==> config.mk <==
export PLATFORM = sky130hd
export DESIGN_NAME = picorv_stream_bridge_flat
export DESIGN_NICKNAME = d
export VERILOG_FILES = /design/src/rtl/picorv_stream_bridge_pkg.sv /design/src/rtl/picorv_stream_bridge_if.sv /design/src/rtl/picorv_stream_bridge_stream_fifo.sv /design/src/rtl/picorv_stream_bridge.sv /design/src/flat_wrapper.sv
export SDC_FILE = /design/constraint.sdc
export NUM_CORES = 1
export LEC_CHECK = 0
export CAP_MARGIN = 40
export CORE_AREA = 2 2 214 216
export CTS_CLUSTER_DIAMETER = 60
export CTS_CLUSTER_SIZE = 28
export DETAILED_ROUTE_END_ITERATION = 16
export DIE_AREA = 0 0 216 218
export DONT_BUFFER_PORTS = 1
export PLACE_DENSITY = 0.72
export SYNTH_ARGS = -nofsm -noshare
export SYNTH_HDL_FRONTEND = slang
export SYNTH_SLANG_ARGS = --single-unit
==> constraint.sdc <==
create_clock -name clk -period 5.6 [get_ports clk]
set_input_delay 0.84 -clock clk [delete_from_list [all_inputs] [get_ports clk]]
set_output_delay 0.84 -clock clk [all_outputs]
set_load 0.02 [all_outputs]
==> src/rtl/picorv_stream_bridge_pkg.sv <==
// Shared constants, FSM state type and STATUS layout for the picorv stream bridge.
package picorv_stream_pkg;

  localparam int RX_OFS    = 4;
  localparam int TX_OFS    = 8;
  localparam int CH_STRIDE = 8;
  localparam logic [11:0] STATUS_OFS = 12'h100;

  localparam int ST_NE_LSB   = 0;
  localparam int ST_FULL_LSB = 8;
  localparam int ST_RDY_LSB  = 16;
  localparam int ST_TMO_BIT  = 31;

  typedef enum logic [1:0] {
    ST_IDLE    = 2'd0,
    ST_RX_WAIT = 2'd1,
    ST_RESP    = 2'd2
  } state_e;

  // Region offset of a per-channel register.
  function automatic logic [11:0] chan_ofs(input int base, input int k);
    return 12'(base + CH_STRIDE * k);
  endfunction

endpackage

==> src/rtl/picorv_stream_bridge_if.sv <==
// picorv32 native memory bus as seen by the stream bridge (CPU = master).
interface picorv_stream_bridge_if;
  logic        mem_valid;
  logic [31:0] mem_addr;
  logic [31:0] mem_wdata;
  logic [3:0]  mem_wstrb;
  logic        mem_ready;
  logic [31:0] mem_rdata;
  logic        mmio_sel;

  modport master (
    output mem_valid, mem_addr, mem_wdata, mem_wstrb,
    input  mem_ready, mem_rdata, mmio_sel
  );

  modport slave (
    input  mem_valid, mem_addr, mem_wdata, mem_wstrb,
    output mem_ready, mem_rdata, mmio_sel
  );
endinterface

==> src/rtl/picorv_stream_bridge_stream_fifo.sv <==
// Synchronous FIFO with show-ahead head word; one instance buffers each RX channel.
module stream_fifo #(
  parameter int DWIDTH = 32,
  parameter int DEPTH  = 4
) (
  input  logic                     clk,
  input  logic                     reset,
  input  logic                     push,
  input  logic                     pop,
  input  logic [DWIDTH-1:0]        din,
  output logic [DWIDTH-1:0]        dout,
  output logic                     full,
  output logic                     empty,
  output logic [$clog2(DEPTH):0]   count
);
  localparam int AW = $clog2(DEPTH);
  localparam int CW = AW + 1;

  logic [DWIDTH-1:0] mem_q [DEPTH];
  logic [AW-1:0]     wr_ptr_q, rd_ptr_q;
  logic [CW-1:0]     count_q, count_d;
  logic              do_push, do_pop;

  assign full    = (count_q == CW'(DEPTH));
  assign empty   = (count_q == '0);
  assign do_push = push && !full;
  assign do_pop  = pop && !empty;
  assign dout    = mem_q[rd_ptr_q];
  assign count   = count_q;

  always_comb begin
    count_d = count_q;
    case ({do_push, do_pop})
      2'b10:   count_d = count_q + CW'(1);
      2'b01:   count_d = count_q - CW'(1);
      default: count_d = count_q;
    endcase
  end

  always_ff @(posedge clk) begin
    if (do_push) begin
      mem_q[wr_ptr_q] <= din;
    end
  end

  // Pointers wrap naturally because DEPTH is a power of two.
  always_ff @(posedge clk) begin
    if (reset) begin
      wr_ptr_q <= '0;
      rd_ptr_q <= '0;
      count_q  <= '0;
    end else begin
      if (do_push) wr_ptr_q <= wr_ptr_q + AW'(1);
      if (do_pop)  rd_ptr_q <= rd_ptr_q + AW'(1);
      count_q <= count_d;
    end
  end
endmodule

==> src/rtl/picorv_stream_bridge.sv <==
// MMIO bridge mapping NUM_CH RX/TX word streams plus STATUS into a 4 KiB picorv32 region.
// Optional RX empty-read timeout is enabled by defining PICORV_STREAM_RX_TIMEOUT_EN.
module picorv_stream_bridge
  import picorv_stream_pkg::*;
#(
  parameter int          NUM_CH         = 4,
  parameter int          FIFO_DEPTH     = 4,
  parameter logic [31:0] BASE_ADDR      = 32'h1000_0000,
  parameter int          TIMEOUT_CYCLES = 1024
) (
  input  logic                  clk,
  input  logic                  reset,
  picorv_stream_bridge_if.slave bus,
  input  logic [NUM_CH*32-1:0]  din,
  input  logic [NUM_CH-1:0]     val_in,
  output logic [NUM_CH-1:0]     ready_upward,
  output logic [NUM_CH*32-1:0]  dout,
  output logic [NUM_CH-1:0]     val_out,
  input  logic [NUM_CH-1:0]     ready_downward,
  output logic [NUM_CH-1:0]     rx_irq
);
  localparam int CHW = (NUM_CH > 1) ? $clog2(NUM_CH) : 1;
  localparam int FCW = $clog2(FIFO_DEPTH) + 1;

  state_e            state_q;
  logic [CHW-1:0]    ch_q;
  logic              mem_ready_q;
  logic [31:0]       mem_rdata_q;
  logic [NUM_CH-1:0] rx_irq_q;
  logic              tmo_flag;

  logic              req, wr, status_hit, rx_any, tx_any;
  logic [CHW-1:0]    rx_sel, tx_sel;
  logic [NUM_CH-1:0] tx_hit;
  logic [31:0]       status_word;

  logic [NUM_CH-1:0] fifo_full, fifo_empty, fifo_push, fifo_pop, fifo_nonzero;
  logic [31:0]       fifo_head [NUM_CH];
  logic [FCW-1:0]    fifo_count [NUM_CH];

  assign bus.mmio_sel  = (bus.mem_addr[31:12] == BASE_ADDR[31:12]);
  assign bus.mem_ready = mem_ready_q;
  assign bus.mem_rdata = mem_rdata_q;
  assign wr            = |bus.mem_wstrb;
  assign req           = bus.mem_valid && bus.mmio_sel && !mem_ready_q && (state_q == ST_IDLE);
  assign status_hit    = (bus.mem_addr[11:0] == STATUS_OFS);
  assign ready_upward  = ~fifo_full;
  assign fifo_push     = val_in & ~fifo_full;
  assign val_out       = req ? tx_hit : '0;
  assign rx_irq        = rx_irq_q;
  assign dout          = {NUM_CH{bus.mem_wdata}};

  genvar g;
  generate
    for (g = 0; g < NUM_CH; g++) begin : g_ch
      stream_fifo #(.DWIDTH(32), .DEPTH(FIFO_DEPTH)) u_fifo (
        .clk   (clk),
        .reset (reset),
        .push  (fifo_push[g]),
        .pop   (fifo_pop[g]),
        .din   (din[32*g +: 32]),
        .dout  (fifo_head[g]),
        .full  (fifo_full[g]),
        .empty (fifo_empty[g]),
        .count (fifo_count[g])
      );
      assign fifo_nonzero[g] = (fifo_count[g] != '0);
    end
  endgenerate

  // Address decode: RX data is read-only, TX data is write-only.
  always_comb begin
    rx_any = 1'b0;
    tx_any = 1'b0;
    rx_sel = '0;
    tx_sel = '0;
    tx_hit = '0;
    for (int k = 0; k < NUM_CH; k++) begin
      if (!wr && bus.mem_addr[11:0] == chan_ofs(RX_OFS, k)) begin
        rx_any = 1'b1;
        rx_sel = CHW'(k);
      end else if (wr && bus.mem_addr[11:0] == chan_ofs(TX_OFS, k)) begin
        tx_any    = 1'b1;
        tx_sel    = CHW'(k);
        tx_hit[k] = 1'b1;
      end else begin
        tx_hit[k] = 1'b0;
      end
    end
  end

  always_comb begin
    status_word                             = '0;
    status_word[ST_NE_LSB   +: NUM_CH]      = ~fifo_empty;
    status_word[ST_FULL_LSB +: NUM_CH]      = fifo_full;
    status_word[ST_RDY_LSB  +: NUM_CH]      = ready_downward;
    status_word[ST_TMO_BIT]                 = tmo_flag;
  end

  always_comb begin
    fifo_pop = '0;
    if (req && rx_any && !fifo_empty[rx_sel]) begin
      fifo_pop[rx_sel] = 1'b1;
    end else if (state_q == ST_RX_WAIT && !fifo_empty[ch_q]) begin
      fifo_pop[ch_q] = 1'b1;
    end else begin
      fifo_pop = '0;
    end
  end

`ifdef PICORV_STREAM_RX_TIMEOUT_EN
  localparam int TCW = $clog2(TIMEOUT_CYCLES + 1) + 1;
  logic [TCW-1:0] tmo_cnt_q;
  logic           tmo_q;
  assign tmo_flag = tmo_q;
`else
  assign tmo_flag = 1'b0;
`endif

  // Bus FSM; the timeout count includes the request cycle so expiry lands TIMEOUT_CYCLES after mem_valid.
  always_ff @(posedge clk) begin
    if (reset) begin
      state_q     <= ST_IDLE;
      ch_q        <= '0;
      mem_ready_q <= 1'b0;
      mem_rdata_q <= '0;
      rx_irq_q    <= '0;
`ifdef PICORV_STREAM_RX_TIMEOUT_EN
      tmo_cnt_q   <= '0;
      tmo_q       <= 1'b0;
`endif
    end else begin
      rx_irq_q <= fifo_nonzero;
      case (state_q)
        ST_IDLE: begin
          if (req) begin
            if (rx_any) begin
              ch_q <= rx_sel;
              if (!fifo_empty[rx_sel]) begin
                mem_rdata_q <= fifo_head[rx_sel];
                mem_ready_q <= 1'b1;
                state_q     <= ST_RESP;
              end else begin
                state_q <= ST_RX_WAIT;
`ifdef PICORV_STREAM_RX_TIMEOUT_EN
                tmo_cnt_q <= TCW'(1);
`endif
              end
            end else if (tx_any) begin
              if (ready_downward[tx_sel]) begin
                mem_rdata_q <= '0;
                mem_ready_q <= 1'b1;
                state_q     <= ST_RESP;
              end
            end else begin
              mem_rdata_q <= (status_hit && !wr) ? status_word : 32'h0000_0000;
              mem_ready_q <= 1'b1;
              state_q     <= ST_RESP;
`ifdef PICORV_STREAM_RX_TIMEOUT_EN
              if (status_hit && wr) tmo_q <= 1'b0;
`endif
            end
          end
        end
        ST_RX_WAIT: begin
          if (!fifo_empty[ch_q]) begin
            mem_rdata_q <= fifo_head[ch_q];
            mem_ready_q <= 1'b1;
            state_q     <= ST_RESP;
`ifdef PICORV_STREAM_RX_TIMEOUT_EN
          end else if (tmo_cnt_q >= TCW'(TIMEOUT_CYCLES - 1)) begin
            mem_rdata_q <= 32'hFFFF_FFFF;
            mem_ready_q <= 1'b1;
            tmo_q       <= 1'b1;
            state_q     <= ST_RESP;
          end else begin
            tmo_cnt_q <= tmo_cnt_q + TCW'(1);
`endif
          end
        end
        ST_RESP: begin
          mem_ready_q <= 1'b0;
          state_q     <= ST_IDLE;
        end
        default: begin
          mem_ready_q <= 1'b0;
          state_q     <= ST_IDLE;
        end
      endcase
    end
  end
endmodule

==> src/flat_wrapper.sv <==
// flat-port wrapper written by rule: the top's interface ports become plain ports
module picorv_stream_bridge_flat import picorv_stream_pkg::*;
#(
  parameter int          NUM_CH         = 4,
  parameter int          FIFO_DEPTH     = 4,
  parameter logic [31:0] BASE_ADDR      = 32'h1000_0000,
  parameter int          TIMEOUT_CYCLES = 1024
)
  (clk, reset, din, val_in, ready_upward, dout, val_out, ready_downward, rx_irq, bus_mem_valid, bus_mem_addr, bus_mem_wdata, bus_mem_wstrb, bus_mem_ready, bus_mem_rdata, bus_mmio_sel);
  picorv_stream_bridge_if bus_i ();
  input  logic clk;
  input  logic reset;
  input  logic [NUM_CH*32-1:0] din;
  input  logic [NUM_CH-1:0] val_in;
  output logic [NUM_CH-1:0] ready_upward;
  output logic [NUM_CH*32-1:0] dout;
  output logic [NUM_CH-1:0] val_out;
  input  logic [NUM_CH-1:0] ready_downward;
  output logic [NUM_CH-1:0] rx_irq;
  input wire logic [$bits(bus_i.mem_valid)-1:0] bus_mem_valid;
  input wire logic [$bits(bus_i.mem_addr)-1:0] bus_mem_addr;
  input wire logic [$bits(bus_i.mem_wdata)-1:0] bus_mem_wdata;
  input wire logic [$bits(bus_i.mem_wstrb)-1:0] bus_mem_wstrb;
  output wire logic [$bits(bus_i.mem_ready)-1:0] bus_mem_ready;
  output wire logic [$bits(bus_i.mem_rdata)-1:0] bus_mem_rdata;
  output wire logic [$bits(bus_i.mmio_sel)-1:0] bus_mmio_sel;
  assign bus_i.mem_valid = bus_mem_valid;
  assign bus_i.mem_addr = bus_mem_addr;
  assign bus_i.mem_wdata = bus_mem_wdata;
  assign bus_i.mem_wstrb = bus_mem_wstrb;
  assign bus_mem_ready = bus_i.mem_ready;
  assign bus_mem_rdata = bus_i.mem_rdata;
  assign bus_mmio_sel = bus_i.mmio_sel;
  picorv_stream_bridge #(.NUM_CH(NUM_CH), .FIFO_DEPTH(FIFO_DEPTH), .BASE_ADDR(BASE_ADDR), .TIMEOUT_CYCLES(TIMEOUT_CYCLES)) u_core (.clk(clk), .reset(reset), .bus(bus_i), .din(din), .val_in(val_in), .ready_upward(ready_upward), .dout(dout), .val_out(val_out), .ready_downward(ready_downward), .rx_irq(rx_irq));
endmodule
==> metrics.yaml, run 1 <==
grt:
  antenna_found_initial: 6
  grt_max_degree: 75
  use_met3_pct: 10.6
  use_met1_pct: 30.7
  grt_pass1_vias: 13100
  grt.busiest_layer: "met2"
  grt_overflow: 0
  grt_first_pass_wirelength_mm: 86.1
  grtUsageTotal_pct: 25.1
  grtUsageMet2_pct: 41.8
worst_setup_path:
  worst_setup_path_start_kind: "input port"
  critPathKind: "input port to flip-flop"
  worst_ep_arrival_time_ns: 4.35
  path_cells: "or4_1 > nor4_4 > o2bb2ai_2 > a31oi_1 > nor2_1 > ha_1 > inv_1 > fa_1 > xor2_1 > or3_1 > a21oi_1"
  slowest_delay_ns: 0.94
  crit_path_end_kind: "flip-flop"
  cp_slowest_cell: "nor4_4"
  required_ns: 6.11
  critPathMaxFanout: 15
synth:
  netlist_top_cells_area: "edfxtp_1 61%, mux4_2 11%, dfxtp_1 6.1%"
  yosysTopAreaCell: "edfxtp_1"
  syn-instance-count: 1546
  synth.avg_cell_area_um2: 16.4
  synth_area_mm2: 0.0253
  synth-seq-cells: 589
  async_reset_ff_share_pct: 0
  synth_cell_types: 59
  synth-edff-count: 512
  seq_area_frac_synth_pct: 66.8
  syn-num-nets: 1777
  yosysTopAreaCellShare_pct: 60.8
  yosysWarnings: 0
  synthFlopType: "edfxtp_1"
cts:
  cts_htree_levels: 2
  cts.sinks: 589
  path_clk_slew_ns: 0.09
  cts_tree: "yes"
  ctsResizeCount: 0
  clkLatencyLatePin_ns: 0.59
  cts_buffer_depth: 3
  cts.root.buffer_cell: "clkbuf_16"
  holdBufCountCts: 0
  post_cts_buffers: 0
  cts_buffers: 38
die:
  start_util_pct: 56.4
  die_x_um: 216
  die_area_mm2: 0.0471
  rows: 78
  core_area_mm2: 0.0449
  ios: 381
  die_y_um: 218
power_and_ir_drop:
  sequentialPowerShare_pct: 58.0
  leakage_nw: 8.15
  peakVddDrop_mv: 0.308
  share_comb_of_total_power_pct: 5.3
  pwr-share-clk_pct: 36.7
  switching_share_pct: 22.8
  powerDensity_mw_per_mm2: 327
  switching_power_mw: 1.98
  p_int_mw: 6.68
drt:
  ant_nets: 0
  wl_mm: 59.1
  drc: 0
  wl_per_cell_um: 28.9
  drt-initial-drc-count: 1331
  dr_total_vias: 13100
  dr.pass1.iters: 6
  routed_via_density: 6.40
sta:
  max_freq_ghz: 0.260
  setup_violations: 0
  finalMaxSlewViolations: 0
  worstMarginPinSlew_ns: 0.972
  min_period_over_period_pct: 68.6
  period_needed_ns: 3.84
  tns_ns: 0
  clock_skew_ns: 0.0208
  whs_ns: 0.318
  slew_headroom_pct: 34.7
  grt_setup_unrepaired: "false"
  hold_violations: 0
run:
  max_cap_viol_count: 0
layout:
  synthToLayoutAreaGrowth_pct: 4.78
  final_common_cell: "edfxtp_1"
  final_cell_mix: "512 x edfxtp_1, 128 x mux4_2, 82 x a21oi_1"
  final.fill_count: 3366
  drive_gt1_share_pct: 20.8
  layout.nets: 1647
  utilization_pct: 59.1
status:
  status: "finished, final reports clean"
worst_hold_path:
  hold_path_class: "input port to flip-flop"
placement:
  port_buffers: 0
  place.gp.congestion: 0.931
  hpwlAfterDp_mm: 41.0
worst max-delay path, delay by kind of cell:
kind                     cells  cell delay [ns]
buffers and inverters        1             0.06
AND/OR/NAND/NOR              4             2.16
adder cells (fa/ha/maj)      2             0.57
AO/OA/AOI/OAI                3             0.56
XOR/XNOR                     1             0.16
state kept, by name, summed over array words and instances (netlist names), named ones only:
signal                       count
u_core.g_ch.u_fifo.mem_q       512
u_core.bus.mem_rdata            32
u_core.g_ch.u_fifo.count        12
u_core.g_ch.u_fifo.rd_ptr_q      8
u_core.g_ch.u_fifo.wr_ptr_q      8
u_core.rx_irq                    4
u_core.ch_q                      2
u_core.state_q                   2
u_core.bus.mem_ready             1
Yosys cell counts (14+ instances only):
master / number
nor3_1: 14
dfxtp_1: 77
clkbuf_1: 51
buf_4: 133
mux4_2: 128
and3_1: 16
nor2_1: 54
o21ai_0: 59
a22oi_1: 20
mux2i_1: 25
a22o_1: 24
buf_2: 16
a211oi_2: 20
a21oi_1: 82
edfxtp_1: 512
ha_1: 20
nand3_1: 34
inv_1: 26
a221oi_1: 24
nand2_1: 67
worst paths after layout:
check | cells past startpoint | startpoint | endpoint | slack, ns
worst min register to register | 2 | u_core.g_ch[3].u_fifo.rd_ptr_q[1]$_SDFFE_PP0P_ | flip-flop | 0.49
worst max register to register | 11 | u_core.state_q[0]$_SDFFE_PP0P_ | u_core.g_ch[2].u_fifo.count[2]$_SDFFE_PP0P_ | 2.37
worst min-delay path | 1 | reset | u_core.g_ch[3].u_fifo.wr_ptr_q[0]$_SDFFE_PP0P_ | 0.32
worst max-delay path | 11 | bus_mem_wstrb[3] | u_core.g_ch[1].u_fifo.count[2]$_SDFFE_PP0P_ | 1.76
logic make-up after synthesis:
family,count (synthesis),share of synthesized area [%]
compound gates,268,7.55
xor+xnor,12,0.415
fa+ha+maj,24,1.31
buf+inv,240,5.76
flops,589,66.8
mux,167,13.0
simple gates,246,5.12
power by group through the flow:
stage,Clock [mW],Combinational [mW],Sequential [mW]
detailed placement,0,0.462,5.12
finish,3.18,0.458,5.02
CTS,3.25,0.464,5.02
global placement,0,0.454,5.11
floorplan,0,0.446,5.11
global route,3.40,0.492,5.04
area by class of cell:
type	count	area (µm²)	share of cell area (%)
antenna	2	5.00	0.0189
clock buffer	41	1030	3.87
clock inverter	27	410	1.55
inverter	26	97.6	0.368
multi-input combinational	717	6960	26.3
sequential	589	16900	63.8
tap	600	751	2.83
timing repair buffer	44	343	1.29
routing by layer:
layer | up-vias | wire length (µm) | part of all wire, %
met1 | 6772 | 21800 | 37
met4 | 10 | 1150 | 1.9
met2 | 497 | 29700 | 50
met5 | - | 68 | 0.12
met3 | 93 | 6450 | 11
li1 | 5717 | - | -
through the flow:
step	setup WS (ns)	total power, mW	std cells	cell area [µm²]
6_report	1.76	8.66	2046	26500
4_1_cts	1.78	8.74	2044	26500
3_5_place_dp	1.19	5.59	1976	25100
3_3_place_gp	1.25	5.57	1974	25000
5_1_grt	1.60	8.93	2044	26500
2_1_floorplan	1.80	5.55	1546	25300
No activity file was read; power rests on OpenSTA's default activity.
==> inputs of run 2 (changes only) <==
Settings changed: PLACE_DENSITY 0.72 to 0.75.
Clock period 5.6 ns to 3.2 ns, I/O delays scaled along.
==> metrics.yaml, run 2 (synthesis results as in run 1) <==
worst_setup_path:
  path_buf_inv: 3  # +2
  crit_family: "simple AND/OR/NAND/NOR gates"
  r2r_setup_slack_ns: 0.19  # -2.18 ns
  crit_path_end_kind: "output pin"
  worst_setup_path_start_kind: "input port"
  critPathMaxFanout: 4  # -11
  worstRegToRegCells: 12  # +1
  slowest_delay_ns: 0.46  # -0.48 ns
  cp_slowest_cell: "or3_1"
  critPathKind: "input port to output pin"
  cp_num_cells: 7  # -4
  worst_path_most_repeated_cell: "buf_4"
  r2r-start: "u_core.bus.mem_ready$_SDFFE_PP0P_"
  crit_start: "bus_mem_addr[26]"
  timing.rr.end: "u_core.g_ch[2].u_fifo.count[2]$_SDFFE_PP0P_"
  crit_path_end: "val_out[1]"
  worst_ep_arrival_time_ns: 2.65  # -1.70 ns
  path_cells: "nor4b_1 > buf_4 > nand3_1 > buf_4 > or3_1 > nor3_1 > buf_4"
  required_ns: 2.72  # -3.39 ns
cts:
  cts_buffers: 40  # +5.3%
  path_clk_slew_ns: 0.08  # about the same
  cts_htree_levels: 2  # unchanged
  post_cts_buffers: 0  # unchanged
  cts_buffer_depth: 3  # unchanged
  clkLatencyLatePin_ns: 0.60  # about the same
  cts_tree: "yes"
  cts.sinks: 589  # unchanged
  cts.root.buffer_cell: "clkbuf_16"
layout:
  final_cell_mix: "512 x edfxtp_1, 129 x dlygate4sd3_1, 128 x mux4_2"
  drive_gt1_share_pct: 22.5  # +1.7 points
  final_area_mm2: 0.0283  # +6.7%
  final_common_cell: "edfxtp_1"
  largest_reg_flops: 512  # unchanged
  synthToLayoutAreaGrowth_pct: 11.8
  layout.nets: 1830  # +11%
  largest_register: "u_core.g_ch.u_fifo.mem_q"
grt:
  antenna_found_initial: 5  # -1
  grt.busiest_layer: "met2"
  grt_overflow: 0  # unchanged
  use_met3_pct: 6.12  # -4.5 points
  grt_first_pass_wirelength_mm: 88.1  # +2.3%
  grtUsageTotal_pct: 25.4  # +0.23 points
  grt_pass1_vias: 14200  # +8.7%
  grtUsageMet2_pct: 43.6  # +1.8 points
  grt_max_degree: 68  # -9.3%
  use_met1_pct: 31.3  # +0.58 points
placement:
  dpl_cell_area_mm2: 0.0256  # +1.9%
  place.gp.congestion: 0.930  # about the same
  pre_cts_ws_ns: -0.182  # -1.37 ns
  hpwlAfterDp_mm: 41.3  # +0.88%
  port_buffers: 0  # unchanged
sta:
  hold_violations: 0  # unchanged
  period_needed_ns: 3.13
  finalMaxSlewViolations: 0  # unchanged
  min_period_over_period_pct: 97.9
  max_freq_ghz: 0.319
  setup_violations: 0  # unchanged
  whs_ns: 0.0287  # -0.289 ns
  clock_skew_ns: 0.0373  # +0.0165 ns
  fin_ws_ns: 0.0683  # -1.69 ns
  grt_setup_unrepaired: "false"
  worstMarginPinSlew_ns: 0.599  # -0.373 ns
  slew_headroom_pct: 60.0  # +25 points
power_and_ir_drop:
  peakVddDrop_mv: 0.407  # +32%
  powerDensity_mw_per_mm2: 545  # +67%
  power_mw: 15.4  # +78%
  leakage_nw: 8.97  # +10%
run:
  max_cap_viol_count: 0  # unchanged
die:
  die_y_um: 218  # unchanged
  core_area_mm2: 0.0449  # unchanged
  ios: 381  # unchanged
  start_util_pct: 56.4  # unchanged
  rows: 78  # unchanged
  die_x_um: 216  # unchanged
  die_area_mm2: 0.0471  # unchanged
drt:
  dr.pass1.iters: 5  # -1
  wl_per_cell_um: 26.5  # -8.2%
  routed_via_density: 6.19  # -3.3%
  drc: 0  # unchanged
  drt-initial-drc-count: 1457  # +9.5%
  wl_mm: 59.2  # +0.18%
  dr_total_vias: 13800  # +5.6%
  ant_nets: 0  # unchanged
status:
  status: "finished, final reports clean"
worst_hold_path:
  hold_path_class: "input port to flip-flop"
-- run 2: changes by cell type in the layout (fill, tap and decap cells not counted), moves of 3 or more --
cell	change
inv_8	+3
clkinvlp_4	+3
buf_12	+5
dlygate4sd3_1	+129
buf_4	+46
clkinv_16	-3
-- run 2: layout make-up --
type                       count  area (µm²)
sequential                   589       16900
fill                        3208       16600
multi-input combinational    717        7000
timing repair buffer         225        2110
clock buffer                  44        1050
tap                          600         751
clock inverter                29         375
inverter                      26        97.6
antenna                        3        7.51
-- run 2: per-layer routing --
metal | vias up | wire, µm
met2 | 530 | 30500
met4 | 2 | 2090
met1 | 7062 | 22200
li1 | 6094 | -
met5 | - | 10
met3 | 129 | 4470
-- run 2: power by group --
part	total [mW]	internal (mW)	switching (mW)
registers	8.79	8.69	0.0937
clock network	5.58	2.78	2.80
logic	1.05	0.422	0.625
-- run 2: how the worst min path moves through the flow --
| stage | to | startpoint | depth (start not counted) | slack, ns |
|---|---|---|---|---|
| floorplan | flip-flop | u_core.g_ch[3].u_fifo.rd_ptr_q[1]$_SDFFE_PP0P_ | 2 | 0.46 |
| finish | u_core.rx_irq[1]$_SDFF_PP0_ | reset | 1 | 0.03 |
| detailed placement | u_core.g_ch[0].u_fifo.rd_ptr_q[1]$_SDFFE_PP0P_ | u_core.g_ch[0].u_fifo.rd_ptr_q[1]$_SDFFE_PP0P_ | 2 | 0.48 |
| CTS | u_core.rx_irq[0]$_SDFF_PP0_ | reset | 1 | 0.0004 |
| global placement | u_core.g_ch[0].u_fifo.rd_ptr_q[1]$_SDFFE_PP0P_ | u_core.g_ch[0].u_fifo.rd_ptr_q[1]$_SDFFE_PP0P_ | 2 | 0.46 |
| global route | u_core.rx_irq[1]$_SDFF_PP0_ | reset | 1 | 0.01 |
-- run 2: worst register-to-register path, delay by kind of cell (launching register included) --
family / cells / cell delay, ns
DFF: 1 / 0.34
buffers and inverters: 1 / 0.04
adders and majority gates: 2 / 0.56
and+or+nand+nor: 7 / 1.71
xor gates and xnor gates: 1 / 0.16
AOI/OAI and AO/OA: 1 / 0.12
-- run 2: through the flow --
stage / util (%) / instances / TNS [ns]
after floorplan: - / 1546 / -0.0157
after global placement: 56.9 / 2027 / -0.211
after detailed placement: 56.9 / 2027 / -0.558
after CTS: 63.0 / 2229 / 0
after global routing: 63.0 / 2233 / 0
final: 63.0 / 2233 / 0
-- run 2: what timing repair did --
item	CTS	global route
endpoints found under the hold margin	581	1
setup endpoints to repair	0	1
gates resized for setup	0	1
hold buffers	129	1
